[config.mk]
export PLATFORM = sky130hd
export DESIGN_NAME = dmem_ctrl
export DESIGN_NICKNAME = d
export VERILOG_FILES = /design/src/rtl/dlx_mem_pkg.sv /design/src/rtl/dmem_lane_align.sv /design/src/rtl/dmem_ctrl.sv
export SDC_FILE = /design/constraint.sdc
export NUM_CORES = 1
export LEC_CHECK = 0
export CORE_UTILIZATION = 48
export DETAILED_ROUTE_END_ITERATION = 10
export GPL_ROUTABILITY_DRIVEN = 0
export GPL_TIMING_DRIVEN = 0
export PLACE_DENSITY = 0.81
export SLEW_MARGIN = 10
export SYNTH_ARGS = -nofsm -noshare
export SYNTH_HDL_FRONTEND = slang
export SYNTH_SLANG_ARGS = --single-unit
[constraint.sdc]
create_clock -name clk -period 5.6 [get_ports clk]
set_clock_uncertainty 0.15 [all_clocks]
set_input_delay 0.84 -clock clk [delete_from_list [all_inputs] [get_ports clk]]
set_output_delay 0.84 -clock clk [all_outputs]
set_load 0.05 [all_outputs]
[src/rtl/dlx_mem_pkg.sv]
// Shared definitions for the DLX data-memory controller: access-size
// encodings, byte-lane offsets, controller FSM states and the alignment check.
package dlx_mem_pkg;

   localparam logic [1:0] SZ_BYTE = 2'b00;
   localparam logic [1:0] SZ_HALF = 2'b01;
   localparam logic [1:0] SZ_WORD = 2'b10;

   // Big-endian byte offsets within a word: offset 0 is bits [31:24].
   localparam logic [1:0] OFF_B0 = 2'd0;
   localparam logic [1:0] OFF_B1 = 2'd1;
   localparam logic [1:0] OFF_B2 = 2'd2;
   localparam logic [1:0] OFF_B3 = 2'd3;

   typedef enum logic [2:0] {
      ST_IDLE   = 3'd0,
      ST_RD     = 3'd1,
      ST_WR     = 3'd2,
      ST_RMW_RD = 3'd3,
      ST_RMW_WR = 3'd4,
      ST_RESP   = 3'd5
   } state_t;

   // A halfword needs an even address, a word (size 10 or 11) a multiple of 4.
   function automatic logic is_misaligned(input logic [1:0] size, input logic [1:0] off);
      logic mis;
      case (size)
         SZ_BYTE: mis = 1'b0;
         SZ_HALF: mis = off[0];
         default: mis = (off != 2'b00);
      endcase
      return mis;
   endfunction

endpackage

[src/rtl/dmem_lane_align.sv]
// Combinational byte-lane steering for dmem_ctrl: extracts and extends load
// data from a memory word, and merges sub-word store data into an old word.
// Low offset bits that do not apply to the access size are ignored.
import dlx_mem_pkg::*;

module dmem_lane_align (
   input  logic [1:0]  size,
   input  logic [1:0]  offset,
   input  logic        is_signed,
   input  logic [31:0] old_word,
   input  logic [31:0] wdata,
   output logic [31:0] load_data,
   output logic [31:0] merge_data
);

   logic [7:0]  byte_sel;
   logic [15:0] half_sel;

   // Lane extraction, extension and store merge for the selected size.
   always_comb begin
      byte_sel   = 8'h00;
      half_sel   = 16'h0000;
      load_data  = old_word;
      merge_data = old_word;
      case (offset)
         OFF_B0:  byte_sel = old_word[31:24];
         OFF_B1:  byte_sel = old_word[23:16];
         OFF_B2:  byte_sel = old_word[15:8];
         OFF_B3:  byte_sel = old_word[7:0];
         default: byte_sel = old_word[7:0];
      endcase
      if (offset[1]) begin
         half_sel = old_word[15:0];
      end else begin
         half_sel = old_word[31:16];
      end
      case (size)
         SZ_BYTE: begin
            load_data = is_signed ? {{24{byte_sel[7]}}, byte_sel} : {24'h000000, byte_sel};
            case (offset)
               OFF_B0:  merge_data = {wdata[7:0], old_word[23:0]};
               OFF_B1:  merge_data = {old_word[31:24], wdata[7:0], old_word[15:0]};
               OFF_B2:  merge_data = {old_word[31:16], wdata[7:0], old_word[7:0]};
               OFF_B3:  merge_data = {old_word[31:8], wdata[7:0]};
               default: merge_data = old_word;
            endcase
         end
         SZ_HALF: begin
            load_data = is_signed ? {{16{half_sel[15]}}, half_sel} : {16'h0000, half_sel};
            if (offset[1]) begin
               merge_data = {old_word[31:16], wdata[15:0]};
            end else begin
               merge_data = {wdata[15:0], old_word[15:0]};
            end
         end
         default: begin
            load_data  = old_word;
            merge_data = wdata;
         end
      endcase
   end

endmodule

[src/rtl/dmem_ctrl.sv]
// DLX MEM-stage data-memory controller driving a word-addressed sram.
// Sub-word stores become read-modify-write sequences; loads are formatted
// big-endian with sign/zero extension. Optional feature macro:
// DMEM_MISALIGN_TRAP_EN - misaligned halfword/word requests skip memory and
// respond next cycle with misalign_err; otherwise low address bits are masked.
import dlx_mem_pkg::*;

module dmem_ctrl #(
   parameter int ADDR_W = 32
) (
   input  logic              clk,
   input  logic              rst,
   input  logic              req_valid,
   output logic              req_ready,
   input  logic              req_we,
   input  logic [1:0]        req_size,
   input  logic              req_signed,
   input  logic [ADDR_W-1:0] req_addr,
   input  logic [31:0]       req_wdata,
   output logic              resp_valid,
   output logic [31:0]       resp_rdata,
   output logic              misalign_err,
   output logic              mem_cs,
   output logic              mem_oe,
   output logic              mem_we,
   output logic [ADDR_W-1:0] mem_addr,
   output logic [31:0]       mem_din,
   input  logic [31:0]       mem_dout
);

   state_t      state;
   logic [1:0]  size_r;
   logic [1:0]  off_r;
   logic        signed_r;
   logic [31:0] wdata_r;
   logic [31:0] load_data;
   logic [31:0] merge_data;
   logic        accept;
   logic        trap;

   assign req_ready = !rst && ((state == ST_IDLE) || (state == ST_RESP));
   assign accept    = req_valid && req_ready;

`ifdef DMEM_MISALIGN_TRAP_EN
   assign trap = is_misaligned(req_size, req_addr[1:0]);
`else
   assign trap = 1'b0;
`endif

   dmem_lane_align u_align (
      .size       (size_r),
      .offset     (off_r),
      .is_signed  (signed_r),
      .old_word   (mem_dout),
      .wdata      (wdata_r),
      .load_data  (load_data),
      .merge_data (merge_data)
   );

   // Controller FSM with registered sram strobes and response outputs.
   always_ff @(posedge clk or posedge rst) begin
      if (rst) begin
         state        <= ST_IDLE;
         size_r       <= SZ_BYTE;
         off_r        <= 2'b00;
         signed_r     <= 1'b0;
         wdata_r      <= 32'h0000_0000;
         resp_valid   <= 1'b0;
         resp_rdata   <= 32'h0000_0000;
         misalign_err <= 1'b0;
         mem_cs       <= 1'b0;
         mem_oe       <= 1'b0;
         mem_we       <= 1'b0;
         mem_addr     <= '0;
         mem_din      <= 32'h0000_0000;
      end else begin
         // Strobes and response are single-cycle unless a state raises them.
         resp_valid   <= 1'b0;
         misalign_err <= 1'b0;
         mem_cs       <= 1'b0;
         mem_oe       <= 1'b0;
         mem_we       <= 1'b0;
         case (state)
            ST_IDLE, ST_RESP: begin
               if (accept) begin
                  size_r   <= req_size;
                  off_r    <= req_addr[1:0];
                  signed_r <= req_signed;
                  wdata_r  <= req_wdata;
                  if (trap) begin
                     state        <= ST_RESP;
                     resp_valid   <= 1'b1;
                     misalign_err <= 1'b1;
                     resp_rdata   <= 32'h0000_0000;
                  end else if (!req_we) begin
                     state    <= ST_RD;
                     mem_cs   <= 1'b1;
                     mem_oe   <= 1'b1;
                     mem_addr <= {req_addr[ADDR_W-1:2], 2'b00};
                  end else if (req_size[1]) begin
                     state    <= ST_WR;
                     mem_cs   <= 1'b1;
                     mem_we   <= 1'b1;
                     mem_addr <= {req_addr[ADDR_W-1:2], 2'b00};
                     mem_din  <= req_wdata;
                  end else begin
                     state    <= ST_RMW_RD;
                     mem_cs   <= 1'b1;
                     mem_oe   <= 1'b1;
                     mem_addr <= {req_addr[ADDR_W-1:2], 2'b00};
                  end
               end else begin
                  state <= ST_IDLE;
               end
            end
            ST_RD: begin
               state      <= ST_RESP;
               resp_valid <= 1'b1;
               resp_rdata <= load_data;
            end
            ST_WR: begin
               state      <= ST_RESP;
               resp_valid <= 1'b1;
               resp_rdata <= 32'h0000_0000;
            end
            ST_RMW_RD: begin
               state   <= ST_RMW_WR;
               mem_cs  <= 1'b1;
               mem_we  <= 1'b1;
               mem_din <= merge_data;
            end
            ST_RMW_WR: begin
               state      <= ST_RESP;
               resp_valid <= 1'b1;
               resp_rdata <= 32'h0000_0000;
            end
            default: begin
               state <= ST_IDLE;
            end
         endcase
      end
   end

endmodule

==> results.cfg, run 1 <==
[global_route]
antenna_found_initial = 0
grt_pass1_vias = 6391
grt_usage = 0.302
grt_pass1_wl_microns = 33900
grt-ovfl-total = 0
grt_max_degree = 96

[clocking]
clk_latency_ns = 0.42
htree_levels = 4
cts_root_buf = clkbuf_16
cts_hold_buf = 0
numClockSinks = 138
post_cts_buffers = 0
path_clk_slew_ns = 0.05
cts_tree = yes
cts_buffer_depth = 2
cts-resized-gates = 0
numCtsBuffers = 17

[route]
vias = 6456
drt_first_pass_iters = 6
post-route-drc-count = 0
viasPerCell = 6.21
wl_per_cell_microns = 21.7
ant_nets = 0
drt-total-wl_microns = 22600
drtIter0Drc = 636

[pwr]
clockPowerShare = 0.155
p_leak_uw = 0.00410
powerDensity_mw_per_mm2 = 658
p_comb_frac = 0.568
seq_power_share = 0.277
peakVddDrop_uv = 370
p_sw_uw = 3000
sw_frac_of_total = 0.459
p_int_uw = 3540

[place]
dp.cells = 1012
dpl_cell_area_sq_mm = 0.00942
dp_hpwl_microns = 16600
portBuffers = 201

[setup_path]
worstPathMaxFanout = 4
endpoint_kind = output pin
startpoint = rst
crit_chain = clkdlybuf4s50_1 -> nor3_1 -> clkdlybuf4s50_1
critical_path.most_common_cell = clkdlybuf4s50_1
crit_buf_inv = 2
cpMaxStageDelayCell = clkdlybuf4s50_1
crit_family = buffers and inverters
path_depth = 3
critical_path_class = in -> out
max_stage_delay_ns = 0.91
rr_startpoint = state[2]
cp_data_arrival_time_ns = 2.67
required_ns = 4.61
crit_end = req_ready
r2r_slack_ns = 2.73
worst_r2r_endpoint = resp_rdata[31]
reg2reg_depth = 6
start_kind = primary input

[synthesis]
synth.yosys.seq_area_share = 0.484
syn_area_per_cell_sq_um = 11.4
synthFlopType = dfrtp_1
ys_types = 50
netlist_instances = 624
syn_area_sq_mm = 0.00713
yosysWarnings = 0
async_flop_share = 1.00
yosys_register_bits = 138
synth_edf_count = 0

[sta]
rsz0062_at_grt = false
min_period_ns = 3.66
slew_headroom = 0.382
fmax_ghz = 0.273
fin_tns_setup_ns = 0
drv_slew = 0
hold_violations = 0
fin_crit_sh = 0.653
finalSetupViolCount = 0
tightest_slew_ns = 0.920

[layout]
antennaDiodeCount = 0
layout.cells.non_filler = 1039
design_area_sq_mm = 0.00994
areaGrowthSynthToFinish_pct = 39.3
regArea_sq_mm = 0.00345
fill_cells = 1103
drive_above_1_share = 0.187
fin_nets = 950
multiInputGateArea_sq_mm = 0.00337
post-route-util = 0.684

[floorplan]
io-pin-count = 205
std_cell_rows = 44
die_w_microns = 124
die_area_sq_mm = 0.0154
initial_core_util = 0.491
core-area_sq_mm = 0.0145
die_y_microns = 124

[hold_path]
holdCritPathClass = reg -> reg

[run]
maxCapViolCount = 0

[status]
status = complete, no violations
## cell usage after synthesis (4+ instances only)
library cell  instances  area share
dfrtp_1             138        0.48
mux2_2               87        0.14
o21ai_0              39       0.027
nand2_1              36       0.019
clkbuf_1             35       0.018
nor2_1               34       0.018
a21oi_1              28       0.020
o22ai_1              23       0.020
mux2_4               19       0.040
mux2i_1              17       0.024
a221o_1              16       0.022
o31ai_1              16       0.017
a22o_1               10       0.012
nand2b_1             10      0.0088
a21o_1                8      0.0084
a221oi_1              8      0.0098
a31oi_1               8      0.0070
and2_1                8      0.0070
buf_1                 8      0.0042
mux4_2                8       0.025
nand3_1               8      0.0056
or3_1                 8      0.0070
a211oi_1              7      0.0074
buf_2                 4      0.0028
buf_4                 4      0.0042
inv_1                 4      0.0021
## final cells by class
| type | count | share of cell area |
|---|---|---|
| multi-input cells | 427 | 0.339 |
| plain buffers | 56 | 0.0287 |
| clock inverters | 4 | 0.00453 |
| well taps | 184 | 0.0232 |
| flip-flops and latches | 138 | 0.347 |
| repair buffers | 202 | 0.205 |
| clock buffers | 23 | 0.0481 |
| inverters | 5 | 0.00365 |
## cells by family after synthesis
kind of cell	after synthesis	share of synthesized area
compound gates	171	0.159
simple gates	120	0.0826
flops	138	0.484
mux	131	0.226
other cells	1	0.000526
buf+inv	61	0.0444
xor+xnor	2	0.00246
## registers in the layout, summed over array words and instances, names as in the netlist, 2 cells and up
name        cells
mem_addr       30
mem_din        32
off_r           2
resp_rdata     32
size_r          2
state           3
wdata_r        32
## power groups by stage
| stage | clock network [uW] | logic, uW | registers (uW) |
|---|---|---|---|
| after floorplan | 0 | 1490 | 2770 |
| after global placement | 0 | 3570 | 1780 |
| after detailed placement | 0 | 3660 | 1800 |
| after CTS | 1030 | 3690 | 1790 |
| after global routing | 1080 | 3910 | 1840 |
| final | 1020 | 3720 | 1810 |
## worst min-delay path by stage
stage / startpoint / end / cells after the start
2_1_floorplan: wdata_r[24] / wdata_r[24] / 1
3_3_place_gp: resp_rdata[0] / resp_rdata[0] / 2
3_5_place_dp: resp_rdata[5] / resp_rdata[5] / 2
4_1_cts: resp_rdata[5] / resp_rdata[5] / 2
5_1_grt: mem_addr[26] / mem_addr[26] / 1
6_report: resp_rdata[5] / resp_rdata[5] / 2
## cells in the final DEF, fill, tap and decap left out, drive strengths merged, types with 3 or more instances in the layout
cell type / Yosys / layout
clkinv: 1 / 4
a22o: 10 / 10
nor2: 34 / 34
mux2: 106 / 106
a31oi: 8 / 8
dfrtp: 138 / 138
o22ai: 23 / 23
o31ai: 16 / 16
inv: 4 / 4
a21oi: 28 / 28
a221o: 16 / 16
a211oi: 7 / 7
a21o: 8 / 8
or3: 8 / 8
conb: 1 / 3
mux2i: 17 / 17
and2: 9 / 9
nand2: 36 / 36
mux4: 8 / 8
o21ai: 41 / 41
clkbuf: 35 / 58
buf: 21 / 22
a221oi: 8 / 8
nand2b: 10 / 10
clkdlybuf4s50: 0 / 201
nand3: 8 / 8
## routing by layer
metal	track usage	vias to the layer above	routed length, microns
met2	0.460	501	10100
met1	0.388	3079	8540
met4	0.179	0	1260
met5	0	-	0
li1	-	2759	-
met3	0.0797	117	2650
## through the flow
step                      setup WS (ns)  power, uW  hold slack (ns)
after CTS                          1.95       6510            0.348
after detailed placement           1.97       5460            0.336
after global routing               1.90       6830            0.361
final                              1.94       6540            0.341
after floorplan                   0.914       4260            0.321
after global placement           -0.755       5350            0.320
## worst min-delay path, cell delays in order, from the launching register on
cell	delay [ns]
dfrtp_1	0.34
nand2_1	0.05
o21ai_0	0.06
Power figures use the tool's default switching activity.
==> run 2: changes to the inputs <==
- CORE_UTILIZATION: 48 -> 44
- PLACE_DENSITY: 0.81 -> 0.78
- clock period: 5.6 -> 3.13 ns (I/O delays scaled with it)
==> run 2 against run 1 <==
Compared with the run above: sequential share of layout area shrank 0.68 points; clock-buffer cell count fell by 5; power up 84%; utilization decreased by 4.3 points; die area grew 8.9%; via count down 3.3%; cell area is 2.0% higher; critical path depth up 3; global-route usage fell by 2.5 points; worst setup slack got worse by 1.7 ns; register-to-register slack worse by 2.5 ns; highest routed layer unchanged.
==> results.cfg, run 2 (synthesized netlist as in run 1, its figures left out) <==
[sta]
fmax_ghz = 0.342
fin_crit_sh = 0.935
slew_headroom = 0.349
finalSetupViolCount = 0
hold_violations = 0
rsz0062_at_grt = false
min_period_ns = 2.93
worst_slack_ns = 0.204
tightest_slew_ns = 0.974
fin_tns_setup_ns = 0
drv_slew = 0

[floorplan]
core-area_sq_mm = 0.0158
die_area_sq_mm = 0.0167
std_cell_rows = 46
die_y_microns = 129
io-pin-count = 205
die_w_microns = 129
initial_core_util = 0.451

[clocking]
post_cts_buffers = 0
cts-resized-gates = 0
cts_buffer_depth = 2
path_clk_slew_ns = 0.06
cts_root_buf = clkbuf_16
cts_hold_buf = 0
numCtsBuffers = 17
clk_latency_ns = 0.43
cts_tree = yes
htree_levels = 4
numClockSinks = 138

[setup_path]
crit_chain = buf_2 -> nor3b_1 -> nand2_1 -> nor3_1 -> buf_2 -> a221o_1
required_ns = 3.35
critical_path_class = reg -> reg
cpMaxStageDelayCell = nor3b_1
critical_path.most_common_cell = buf_2
worstPathMaxFanout = 10
crit_family = simple AND/OR/NAND/NOR gates
cp_data_arrival_time_ns = 3.14
crit_buf_inv = 2
endpoint_kind = flop
max_stage_delay_ns = 0.81
start_kind = flop

[route]
ant_nets = 0
post-route-drc-count = 0
drtIter0Drc = 554
wl_per_cell_microns = 20.9
drt_first_pass_iters = 5
vias = 6245
drt-total-wl_microns = 22600
viasPerCell = 5.79

[layout]
final_common_cell = clkdlybuf4s50_1
layout_common_cells = clkdlybuf4s50_1, dfrtp_1, mux2_2, o21ai_0
fill_cells = 1267
areaGrowthSynthToFinish_pct = 42.1
layout.cells.non_filler = 1079
fin_nets = 953
reg_top3 = mem_din: 32 flops, resp_rdata: 32 flops, wdata_r: 32 flops
drive_above_1_share = 0.198
antennaDiodeCount = 0

[place]
dp.cells = 1047
portBuffers = 201
pre_cts_slack_ns = 0.133
dp_hpwl_microns = 16600

[global_route]
grt_pass1_wl_microns = 34200
grt_pass1_vias = 6233
grt_usage = 0.277
grt_max_degree = 37
grt-ovfl-total = 0
antenna_found_initial = 0

[run]
maxCapViolCount = 0

[hold_path]
holdCritPathClass = reg -> reg

[pwr]
p_leak_uw = 0.00416
p_total_uw = 12000
p_sw_uw = 5460
p_comb_frac = 0.553
peakVddDrop_uv = 677
seq_power_share = 0.268
sw_frac_of_total = 0.455
p_int_uw = 6550
powerDensity_mw_per_mm2 = 1180
clockPowerShare = 0.178

[status]
status = complete, no violations
-- run 2: cell count changes in the layout (fill, tap and decap cells not counted), moves of 2 or more --
cell / previous run / this run
buf_12: 2 / 6
clkinv_4: 0 / 4
clkinvlp_4: 0 / 4
bufinv_16: 1 / 4
clkbuf_8: 3 / 0
clkbuf_1: 38 / 36
-- run 2: metrics by stage --
stage                     hold WS (ns)  cell area [sq um]   util
after floorplan                  0.321               7150      -
after global placement           0.325               9430  0.596
after detailed placement         0.325               9510  0.601
after CTS                        0.339              10100  0.640
after global routing             0.365              10100  0.640
final                            0.339              10100  0.640
-- run 2: worst paths after layout --
path                                from        endpoint  slack (ns)  depth (start not counted)
max in group asynchronous            rst     mem_din[21]        1.73                          4
max                             state[2]  resp_rdata[30]        0.20                          6
min in group asynchronous            rst      resp_valid        0.36                          2
min                        resp_rdata[6]   resp_rdata[6]        0.34                          2
max reg2reg                     state[2]  resp_rdata[30]        0.20                          6
min reg2reg                resp_rdata[6]   resp_rdata[6]        0.34                          2
-- run 2: cell type report --
| cell class | instances | area, sq um | share of cell area |
|---|---|---|---|
| Multi-Input combinational cell | 427 | 3380 | 0.333 |
| Tap cell | 216 | 270 | 0.0267 |
| Clock inverter | 14 | 196 | 0.0194 |
| Buffer | 56 | 285 | 0.0281 |
| Inverter | 5 | 35.0 | 0.00346 |
| Clock buffer | 18 | 429 | 0.0423 |
| Timing Repair Buffer | 205 | 2090 | 0.206 |
| Sequential cell | 138 | 3450 | 0.341 |
-- run 2: power by group through the flow --
stage / clock (uW) / sequential (uW) / combinational, uW
floorplan: 0 / 4960 / 2660
global placement: 0 / 3190 / 6450
detailed placement: 0 / 3210 / 6560
CTS: 2160 / 3200 / 6600
global route: 2240 / 3300 / 6980
finish: 2140 / 3220 / 6640
-- run 2: worst reg2reg max path, cell delays in order (launching register included) --
cell,delay [ns]
dfrtp_1,0.37
buf_2,0.18
nor3b_1,0.81
nand2_1,0.13
nor3_1,0.68
buf_2,0.37
a221o_1,0.18
-- run 2: routing by layer --
metal	part of all wire	track usage	vias up
li1	-	-	2768
met1	0.41	0.355	3009
met2	0.45	0.424	382
met3	0.10	0.0830	86
met4	0.044	0.145	0
met5	0	0	-
==> run 3: changes to the inputs <==
- CTS_CLUSTER_DIAMETER: default -> 150
==> results of run 3 <==
No change in the layout: final DEF, timing and power equal those of run 2.
